$ cat config.mk
export PLATFORM = sky130hd
export DESIGN_NAME = mem_upload_reader_flat
export DESIGN_NICKNAME = d
export VERILOG_FILES = /design/src/rtl/mem_upload_reader_if.sv /design/src/rtl/mem_upload_reader.sv /design/src/flat_wrapper.sv
export SDC_FILE = /design/constraint.sdc
export NUM_CORES = 1
export LEC_CHECK = 0
export ABC_AREA = 1
export BUFFER_PORTS_ARGS = -buffer_cell sky130_fd_sc_hd__buf_4
export CAP_MARGIN = 20
export CORE_ASPECT_RATIO = 0.7
export CORE_MARGIN = 4
export CORE_UTILIZATION = 42
export DETAILED_ROUTE_END_ITERATION = 6
export PLACE_DENSITY = 0.84
export SYNTH_ARGS = -nofsm -noshare
export SYNTH_HDL_FRONTEND = slang
export SYNTH_SLANG_ARGS = --single-unit
$ cat constraint.sdc
create_clock -name clk_sys -period 1.7 [get_ports clk_sys]
set_clock_uncertainty 0.05 [all_clocks]
set_input_delay 0.34 -clock clk_sys [delete_from_list [all_inputs] [get_ports clk_sys]]
set_output_delay 0.34 -clock clk_sys [all_outputs]
set_load 0.1 [all_outputs]
$ cat src/rtl/mem_upload_reader_if.sv
// mem_upload_reader_if: hps_io upload handshake plus zsdram read port
interface mem_upload_reader_if;
  logic        ioctl_upload;
  logic [7:0]  ioctl_index;
  logic        ioctl_rd;
  logic [24:0] ioctl_addr;
  logic [7:0]  ioctl_din;
  logic        ioctl_wait;
  logic        mem_rd;
  logic [22:0] mem_addr;
  logic [7:0]  mem_dout;
  modport master (
    output ioctl_upload, ioctl_index, ioctl_rd, ioctl_addr, mem_dout,
    input  ioctl_din, ioctl_wait, mem_rd, mem_addr
  );
  modport slave (
    input  ioctl_upload, ioctl_index, ioctl_rd, ioctl_addr, mem_dout,
    output ioctl_din, ioctl_wait, mem_rd, mem_addr
  );
endinterface

$ cat src/rtl/mem_upload_reader.sv
// mem_upload_reader: serves hps_io upload reads (ROM page map / linear RAM dump) from zsdram, slot-aligned
module mem_upload_reader #(
  parameter logic [8:0] RAM_BASE  = 9'h000,
  parameter int         RAM_PAGES = 8,
  parameter logic [7:0] FILL      = 8'hFF
) (
  input  logic               clk_sys,
  input  logic               reset_n,
  input  logic               clkref,
  mem_upload_reader_if.slave bus,
  output logic               busy,
  output logic               overrun
);
  typedef enum logic [1:0] {IDLE, ARM, ISSUE, CAPT} state_t;
  localparam logic [10:0] RAM_PG = 11'(RAM_PAGES);
  state_t      state_q, state_d;
  logic [7:0]  din_q, din_d;
  logic [22:0] addr_q, addr_d;
  logic        wait_q, wait_d, rd_q, rd_d, ovr_q, ovr_d, upl_q;
  logic [10:0] page;
  logic [8:0]  bank;
  logic        mapped;
  always_comb begin
    page   = bus.ioctl_addr[24:14];
    bank   = bus.ioctl_index == 8'd0 ? (page == 11'd0 ? 9'h000 : page == 11'd1 ? 9'h100 : 9'h107)
                                     : RAM_BASE + page[8:0];
    mapped = bus.ioctl_index == 8'd0 ? page < 11'd3 : (bus.ioctl_index == 8'd1) && (page < RAM_PG);
  end
  always_comb begin
    state_d = state_q;
    din_d   = din_q;
    addr_d  = addr_q;
    wait_d  = wait_q;
    rd_d    = rd_q;
    // a fresh session clears the sticky flag before a new overrun can set it
    ovr_d   = (ovr_q & ~(bus.ioctl_upload & ~upl_q)) |
              (bus.ioctl_upload & bus.ioctl_rd & (state_q != IDLE));
    if (!bus.ioctl_upload) begin
      state_d = IDLE;
      wait_d  = 1'b0;
      rd_d    = 1'b0;
    end else begin
      case (state_q)
        IDLE: if (bus.ioctl_rd) begin
          state_d = mapped ? ARM : IDLE;
          wait_d  = mapped;
          addr_d  = mapped ? {bank, bus.ioctl_addr[13:0]} : addr_q;
          din_d   = mapped ? din_q : FILL;
        end
        ARM: if (clkref) begin
          state_d = ISSUE;
          rd_d    = 1'b1;
        end
        ISSUE: if (clkref) begin
          state_d = CAPT;
          rd_d    = 1'b0;
        end
        default: begin
          state_d = IDLE;
          din_d   = bus.mem_dout;
          wait_d  = 1'b0;
        end
      endcase
    end
  end
  always_ff @(posedge clk_sys or negedge reset_n) begin
    if (!reset_n) begin
      state_q <= IDLE;
      din_q   <= 8'hFF;
      addr_q  <= '0;
      wait_q  <= 1'b0;
      rd_q    <= 1'b0;
      ovr_q   <= 1'b0;
      upl_q   <= 1'b0;
    end else begin
      state_q <= state_d;
      din_q   <= din_d;
      addr_q  <= addr_d;
      wait_q  <= wait_d;
      rd_q    <= rd_d;
      ovr_q   <= ovr_d;
      upl_q   <= bus.ioctl_upload;
    end
  end
  assign bus.ioctl_din  = din_q;
  assign bus.ioctl_wait = wait_q;
  assign bus.mem_rd     = rd_q;
  assign bus.mem_addr   = addr_q;
  assign overrun        = ovr_q;
  assign busy           = bus.ioctl_upload | (state_q != IDLE);
endmodule
$ cat src/flat_wrapper.sv
// flat-port wrapper written by rule: the top's interface ports become plain ports
module mem_upload_reader_flat 
#(
  parameter logic [8:0] RAM_BASE  = 9'h000,
  parameter int         RAM_PAGES = 8,
  parameter logic [7:0] FILL      = 8'hFF
)
  (clk_sys, reset_n, clkref, busy, overrun, bus_ioctl_upload, bus_ioctl_index, bus_ioctl_rd, bus_ioctl_addr, bus_mem_dout, bus_ioctl_din, bus_ioctl_wait, bus_mem_rd, bus_mem_addr);
  mem_upload_reader_if bus_i ();
  input  logic clk_sys;
  input  logic reset_n;
  input  logic clkref;
  output logic busy;
  output logic overrun;
  input wire logic [$bits(bus_i.ioctl_upload)-1:0] bus_ioctl_upload;
  input wire logic [$bits(bus_i.ioctl_index)-1:0] bus_ioctl_index;
  input wire logic [$bits(bus_i.ioctl_rd)-1:0] bus_ioctl_rd;
  input wire logic [$bits(bus_i.ioctl_addr)-1:0] bus_ioctl_addr;
  input wire logic [$bits(bus_i.mem_dout)-1:0] bus_mem_dout;
  output wire logic [$bits(bus_i.ioctl_din)-1:0] bus_ioctl_din;
  output wire logic [$bits(bus_i.ioctl_wait)-1:0] bus_ioctl_wait;
  output wire logic [$bits(bus_i.mem_rd)-1:0] bus_mem_rd;
  output wire logic [$bits(bus_i.mem_addr)-1:0] bus_mem_addr;
  assign bus_i.ioctl_upload = bus_ioctl_upload;
  assign bus_i.ioctl_index = bus_ioctl_index;
  assign bus_i.ioctl_rd = bus_ioctl_rd;
  assign bus_i.ioctl_addr = bus_ioctl_addr;
  assign bus_i.mem_dout = bus_mem_dout;
  assign bus_ioctl_din = bus_i.ioctl_din;
  assign bus_ioctl_wait = bus_i.ioctl_wait;
  assign bus_mem_rd = bus_i.mem_rd;
  assign bus_mem_addr = bus_i.mem_addr;
  mem_upload_reader #(.RAM_BASE(RAM_BASE), .RAM_PAGES(RAM_PAGES), .FILL(FILL)) u_core (.clk_sys(clk_sys), .reset_n(reset_n), .clkref(clkref), .bus(bus_i), .busy(busy), .overrun(overrun));
endmodule
==> results of run 1 <==
[report_power, final]
part	internal (W)	switching [W]	leakage, nW
sequential	0.00109	0.0000775	0.463
combinational	0.000609	0.00146	1.13
clock	0.000427	0.000306	0.0540
total	0.00213	0.00184	1.64
[cells by family (layout without fill, tap and decap cells)]
family / count (synthesis) / count (layout) / share of synthesized area
compound gates: 36 / 36 / 0.1119
simple gates: 105 / 105 / 0.2375
flops: 37 / 37 / 0.5075
buf+inv: 52 / 152 / 0.1228
fa+ha+maj: 3 / 3 / 0.02035
[path summary, 6_finish.rpt]
path,start,end,slack (ps)
worst min register to register,u_core.bus.mem_addr[19],u_core.bus.mem_addr[19],420
max in group asynchronous,reset_n,u_core.bus.ioctl_din[3],740
worst max register to register,u_core.state_q[1],u_core.bus.mem_addr[8],-20
worst max-delay path,u_core.state_q[1],busy,-30
min in group asynchronous,reset_n,u_core.bus.mem_addr[12],490
worst min-delay path,bus_ioctl_upload,u_core.upl_q,180
[Yosys cell counts, types with 2 or more instances]
library cell and instances:
o21ai_0 14, o21ai_1 7, dfstp_2 8, nor2_1 32, buf_6 4, a21oi_1 7, o21ai_2 5, nand2_2 3
nand3_1 4, or2_2 2, nand2_1 57, ha_1 3, nor2_2 4, dfrtp_1 29, inv_1 45
[state kept, by name, summed over array words and instances, names as in the netlist]
name	flops
u_core.bus.ioctl_wait	1
u_core.overrun	1
u_core.upl_q	1
u_core.bus.mem_addr	23
u_core.bus.mem_rd	1
u_core.bus.ioctl_din	8
u_core.state_q	2
[timing repair]
action                                 in CTS  in global routing
buffers inserted                            6                  4
resized for setup                          14                 20
endpoints found under the hold margin      29                  0
hold buffers                                1                  0
gates cloned                                3                  2
pin swaps                                   2                  8
setup endpoints to repair                  14                 33
[layout make-up]
cell class,count,share of cell area
Sequential cell,37,0.3208
Timing Repair Buffer,99,0.2976
Multi-Input combinational cell,144,0.2646
Inverter,46,0.05918
Clock buffer,5,0.02358
Tap cell,52,0.02230
Clock inverter,2,0.01201
[layer usage]
layer | global-route usage | part of all wire
met5 | 0 | 0
met4 | 0.03448 | 0.016
met3 | 0.05208 | 0.075
met2 | 0.2983 | 0.50
met1 | 0.2303 | 0.41
[worst max-delay path, cell delays in order (launching register included)]
cell	delay [ps]
dfrtp_1	370
inv_2	60
ha_4	160
buf_4	130
buf_6	110
nand2_4	70
buf_12	170
[through the flow]
step | hold slack, ps | setup slack (ps) | TNS (ps) | cells
2_1_floorplan | -5.591 | 67.84 | 0 | 233
3_3_place_gp | 269.5 | 43.97 | 0 | 362
3_5_place_dp | 281.1 | -38.02 | -115.9 | 362
4_1_cts | 156.5 | 7.374 | 0 | 379
5_1_grt | 158.6 | -98.27 | -1682 | 385
6_report | 177.1 | -29.37 | -65.89 | 385
==> run metrics, run 1 <==
post-synthesis sequential area ratio 0.5075; IO Pins 81; worst min path class primary input to flop; Root Driver clkbuf_8; max-slew violations 0; post-DR wirelength/cell 13.57 um; Critical Setup Path Class flop to output port; Worst Path Arrival 1340 ps; fmax 578.2 MHz; final hold vios 0; multi-input logic area 772.0 um2; Synth cell types 24; IO Port Bufs 80; crit path launch type flop; initial antenna violation count 0; Clk Latency, worst-skew pair 270 ps; Placed Instance Area 0.002499 mm2; Core Region 0.004065 mm2; CTS tree built; most frequent cells in the layout 89 x buf_4, 50 x nand2_1, 43 x inv_1, 31 x nor2_1, 29 x dfrtp_1; Final min period 1729 ps; Post-synth EDFFs 0; die span in x 87.20 um; LEAKAGE 1.642 nW; largest net degree at the start of global routing 38; vias in the first global route 1728; Iter 0 DRT Violations 78; Peak VDD IR 1.574 mV; Post-route DRC 0; unrepaired setup endpoints after global routing true; max cap viols 0; Syn Area/Cell 7.915 um2; Total GRT Usage 0.1784; status finished, violations left; Final ANT Viol Nets 0; dominant cells by area after synthesis dfrtp_1 39%, nand2_1 12%, dfstp_2 11%; Post-synth ARST share 1.000; share of layout cells above drive strength 1 0.4384; first-pass GRT wire length 7859 um; critical path endpoint category output port; r2r worst-path depth 11; relative slew slack 0.6901; NumNets Final 382; DRT Pass-1 Iters 4; growth of design area from synthesis to finish 58.21%; Post-Syn Nets 282; cells after synthesis 233; vias per std cell 4.727; fill count 316; ant diodes 0; row cnt 19; CTS buffer count 5; total grt overflow 0; Final setup viols 3; Worst Hold Depth 1; design area 0.002918 mm2; clock transition at the registers of the reported paths 70 ps; synth warn 0; H-tree depth 2; Clock Sink Count 37; PD cells 1362 mW/mm2; failing checks setup timing; fin crit share 1.017; vias 1820; Synth Register Bits 37; area share of the largest cell type after synthesis 0.3935; Clock Tree Buf Depth 2; Worst-Margin Slew 464.8 ps; area leader, netlist dfrtp_1; most common cell after layout, fill and taps aside buf_4; Reg area 935.9 um2; critical path peak fanout 2; Post-Syn Area 0.001844 mm2; final WL 5223 um; post-layout util 0.7178; die area 0.005532 mm2; Top FF cell, synth dfrtp_1; routability congestion estimate 0.8628; Die Span Y 63.44 um; WP data required 1310 ps; PnR worst setup slack -29.37 ps; HPWL after DPL 3403 um; initial core utilization 0.4537; Final Power 0.003974 W
No activity file was read; power rests on OpenSTA's default activity.
==> inputs of run 2 (changes only) <==
- REMOVE_ABC_BUFFERS: unset -> 1
==> run 2 against run 1 <==
The run still ends with setup timing left. Utilization is 0.58 points lower. Cell area is 0.81% lower. Total power is 1.3% higher. Sequential power hardly changed. Critical path depth is 4 higher. Global-route usage is 1.1 points higher. First-iteration DRC count is 29% lower. Routed wire length is 3.4% lower. Cell count is 1.3% lower. Die area stayed put. Sequential share of layout area is 0.26 points higher. Critical path type is now flop to flop. Highest routed layer unchanged.
==> run metrics, run 2 (same netlist as run 1, synthesis figures left out) <==
fin crit share 1.001; routability congestion estimate 0.8350; fmax 587.5 MHz; worst r2r dst u_core.bus.mem_addr[6]; most common cell after layout, fill and taps aside buf_4; Worst Path Arrival 1830 ps; IO Pins 81; Die Span Y 63.44 um; final cell count without fillers 380; Clk Latency, worst-skew pair 280 ps; r2r worst-path depth 10; status finished, violations left; die span in x 87.20 um; Net Sw Power 0.001859 W; ant diodes 0; Sw Ratio 0.4616; met1 WL 2132 um; Core Region 0.004065 mm2; worst min path class primary input to flop; PD cells 1391 mW/mm2; Final min period 1702 ps; clock network power share 0.193; Top Metal Used met4; NumNets Final 376; failing checks setup timing; vias in the first global route 1747; row cnt 19; Root Driver clkbuf_8; LEAKAGE 1.582 nW; CP max stage delay 410 ps; die area 0.005532 mm2; IO Port Bufs 80; initial core utilization 0.4537; final WL 5048 um; clock transition at the registers of the reported paths 70 ps; max FFs per register 23; Worst-Margin Slew 454.9 ps; Final Power 0.004027 W; DRT Pass-1 Iters 4; Peak VDD IR 1.802 mV; largest net degree at the start of global routing 38; Total GRT Usage 0.1898; most frequent cells in the layout 86 x buf_4, 40 x inv_1, 38 x nand2_1, 29 x dfrtp_1, 28 x nor2_1; Clock Tree Buf Depth 2; first-pass GRT wire length 8128 um; share of layout cells above drive strength 1 0.4878; vias per std cell 4.724; Clock Sink Count 37; Comb power frac 0.512; growth of design area from synthesis to finish 56.92%; worst r2r src u_core.state_q[0]; unrepaired setup endpoints after global routing true; met2 routed WL 2313 um; critical path peak fanout 9; Flop pwr share 0.295; crit path launch type flop; WP data required 1830 ps; Final ANT Viol Nets 0; H-tree depth 2; final hold vios 0; Setup WS pre-CTS -69.54 ps; Internal 0.002168 W; initial antenna violation count 0; Placed Cells 362; Post-route DRC 0; flop-to-flop setup slack -2 ps; CTS tree built; PnR worst setup slack -2.117 ps; Iter 0 DRT Violations 55; total grt overflow 0; max-slew violations 0; Worst path slowest cell dfrtp_1; HPWL after DPL 3359 um; Buffers & Inverters on Critical Path 3; post-DR wirelength/cell 13.28 um; CTS buffer count 5; relative slew slack 0.6968; Final setup viols 1; most frequent CP cell nor2_4; CP cell instances inv_2 -> ha_4 -> inv_4 -> nor2_4 -> nand3_2 -> nor2_4 -> nand3_4 -> buf_6 -> nand2_1 -> o21ai_1; family with the most delay on the worst path simple AND/OR/NAND/NOR gates; max cap viols 0; critical path endpoint category flop; Critical Setup Path Class flop to flop; setup TNS -2.117 ps; Worst Hold Depth 1; worst hold start bus_ioctl_upload; met3 wire length 495 um; vias 1795; WHS Endpoint u_core.upl_q
## run 2: power groups by stage
stage | clock network [W] | logic [W] | registers (W)
finish | 0.000779 | 0.00206 | 0.00119
global route | 0.000849 | 0.00219 | 0.00121
CTS | 0.000798 | 0.00194 | 0.00118
detailed placement | 0 | 0.00179 | 0.00120
global placement | 0 | 0.00177 | 0.00120
floorplan | 0 | 0.000436 | 0.00211
## run 2: how the worst max path moves through the flow
stage,startpoint,endpoint,slack [ps],cells past startpoint
3_5_place_dp,u_core.state_q[0],u_core.bus.mem_addr[16],-70,11
3_3_place_gp,u_core.state_q[1],u_core.state_q[0],40,7
6_report,u_core.state_q[0],u_core.bus.mem_addr[6],-2,10
4_1_cts,u_core.state_q[0],u_core.bus.mem_addr[4],-7,11
5_1_grt,u_core.state_q[0],u_core.bus.mem_addr[6],-90,10
2_1_floorplan,u_core.state_q[1],u_core.bus.mem_addr[22],-420,8
## run 2: layout make-up
class                   instances  area [um2]
multi-input cells             144       844.6
inverters                      46       175.2
clock inverters                 1       30.03
fillers                       318        1171
repair buffers                 93       757.0
well taps                      52       65.06
flip-flops and latches         37       935.9
clock buffers                   7       86.33
## run 2: worst reg2reg max path, cell delays in order, from the launching register on
cell and delay (ps):
dfrtp_1 410, inv_2 100, ha_4 160, inv_4 40
nor2_4 120, nand3_2 90, nor2_4 140, nand3_4 160
buf_6 210, nand2_1 70, o21ai_1 60
## run 2: metrics by stage
stage	hold WS [ps]	cell area, um2	util
after detailed placement	276.1	2491	0.6128
after global routing	158.4	2894	0.7119
after global placement	271.8	2491	0.6128
after floorplan	-5.591	1790	-
final	164.0	2894	0.7119
after CTS	153.6	2809	0.6910
## run 2: repair_timing
item                                    in CTS  in global routing
pin swaps                                    3                  8
hold buffers                                 1                  0
endpoints found under the hold margin       29                  0
cloned                                       3                  0
resized for setup                           14                 51
buffers inserted                             7                  2
endpoints found under the setup margin      27                 34
## run 2: layer usage
| layer | up-vias | GRT usage |
|---|---|---|
| met5 | - | 0 |
| met2 | 77 | 0.2879 |
| met3 | 12 | 0.06250 |
| li1 | 891 | - |
| met4 | 0 | 0.07471 |
| met1 | 815 | 0.2498 |
==> inputs of run 3 (changes only) <==
- clock period: 1.7 -> 1.41 ns (I/O delays scaled with it)
==> run 3 against run 2 <==
Die area stayed put. Clock power down 9.2%. Sequential power up 22%. Maximum frequency shrank 2.1%. Register-to-register slack lost 330 ps. Clock-buffer cell count did not move. Combinational power up 37%. Critical endpoint is now u_core.bus.mem_addr[15]. Utilization up 5.2 points. Cell count up 4.5%. Largest cell class is now non-clock buffers. The run still ends with setup timing left. Cell area up 7.3%.
==> run metrics, run 3 (same netlist as run 1, synthesis figures left out) <==
status finished, violations left; failing checks setup timing; Clock Tree Buf Depth 2; Reg area 935.9 um2; max cap viols 0; ant diodes 0; IO Pins 81; Final min period 1738 ps; Iter 0 DRT Violations 62; crit path launch type flop; critical path peak fanout 5; routability congestion estimate 0.8217; r2r worst-path depth 12; Comb power frac 0.567; PnR worst setup slack -328.2 ps; post-DR wirelength/cell 13.83 um; Final setup viols 35; initial core utilization 0.4537; design area 0.003104 mm2; total grt overflow 0; Setup WS pre-CTS -258.9 ps; worst r2r src u_core.state_q[1]; die span in x 87.20 um; WP data required 1580 ps; IO Port Bufs 80; Peak VDD IR 2.035 mV; largest net degree at the start of global routing 38; vias 1895; first-pass GRT wire length 8666 um; final hold vios 0; clock transition at the registers of the reported paths 80 ps; CTS tree built; Net Sw Power 0.002364 W; Worst-Margin Slew 471.3 ps; NumNets Final 393; clock network power share 0.142; share of layout cells above drive strength 1 0.5188; Core Region 0.004065 mm2; CTS buffer count 5; most frequent cells in the layout 91 x buf_4, 41 x nand2_1, 40 x inv_1, 29 x nor2_1, 29 x dfrtp_1; flop-to-flop setup slack -330 ps; die area 0.005532 mm2; Critical Setup Path Class flop to flop; DRT Pass-1 Iters 4; final WL 5489 um; row cnt 19; Worst setup endpoint u_core.bus.mem_addr[15]; Sw Ratio 0.4741; Internal 0.002622 W; max FFs per register 23; Post-route DRC 0; fmax 575.3 MHz; fill count 307; Clock Sink Count 37; worst min path class primary input to flop; most common cell after layout, fill and taps aside buf_4; Placed Instance Area 0.002596 mm2; worst r2r dst u_core.bus.mem_addr[15]; Flop pwr share 0.292; Root Driver clkbuf_8; H-tree depth 2; initial antenna violation count 0; final cell count without fillers 397; vias in the first global route 1885; critical path endpoint category flop; max-slew violations 0; Setup crit start u_core.state_q[1]; growth of design area from synthesis to finish 68.32%; Total GRT Usage 0.1986; HPWL after DPL 3417 um; worst hold start bus_ioctl_upload; Final ANT Viol Nets 0; Placed Cells 376; relative slew slack 0.6858; LEAKAGE 1.686 nW; unrepaired setup endpoints after global routing true; Worst Path Arrival 1900 ps; Clk Latency, worst-skew pair 270 ps; vias per std cell 4.773; PD cells 1606 mW/mm2; multi-input logic area 900.9 um2; fin crit share 1.233; Die Span Y 63.44 um
[run 3: repair_timing]
action,CTS,global route
hold buffers,1,0
hold endpoints to repair,29,0
resized for setup,55,33
gates cloned,4,1
buffers inserted,9,4
pin swaps,10,14
setup endpoints to repair,43,38
[run 3: layout make-up]
class,count,share of cell area
clock buffer,7,0.02459
clock inverter,1,0.001612
inverter,46,0.05643
multi-input combinational,145,0.2902
sequential,37,0.3015
tap,52,0.02096
timing repair buffer,109,0.3047
[run 3: layer usage]
layer | global-route usage | vias to the layer above | routed length [um]
li1 | - | 923 | -
met1 | 0.2525 | 878 | 2234
met2 | 0.3314 | 90 | 2655
met3 | 0.06380 | 4 | 580
met4 | 0.04023 | 0 | 19
met5 | 0 | - | 0
[run 3: metrics by stage]
stage	util	hold WS [ps]	power [W]	setup TNS, ps
floorplan	-	-63.59	0.003069	-17470
global placement	0.6387	215.1	0.003687	-4420
detailed placement	0.6387	222.0	0.003711	-7519
CTS	0.7473	97.97	0.004815	-7610
global route	0.7636	104.2	0.005235	-11540
finish	0.7636	112.0	0.004987	-8998
[run 3: power groups by stage]
| stage | clock network (W) | logic, W | registers [W] |
|---|---|---|---|
| 2_1_floorplan | 0 | 0.000526 | 0.00254 |
| 3_3_place_gp | 0 | 0.00225 | 0.00143 |
| 5_1_grt | 0.000771 | 0.00298 | 0.00148 |
| 6_report | 0.000707 | 0.00283 | 0.00145 |
| 3_5_place_dp | 0 | 0.00228 | 0.00143 |
| 4_1_cts | 0.000726 | 0.00264 | 0.00145 |
[run 3: worst min-delay path by stage]
stage / endpoint / depth (start not counted)
after floorplan: u_core.bus.ioctl_wait / 0
after global placement: u_core.bus.mem_addr[0] / 1
after detailed placement: u_core.bus.mem_addr[0] / 1
after CTS: u_core.upl_q / 1
after global routing: u_core.upl_q / 1
final: u_core.upl_q / 1
[run 3: worst max-delay path: stages, from the launching register on]
cell and delay [ps]:
dfrtp_1 400, inv_2 90, ha_4 150, inv_4 40, nor2_4 100, nand3_2 100
nor2_4 140, nand3_4 130, buf_6 160, buf_12 130, nand2_2 50, inv_2 30
nor2_2 110
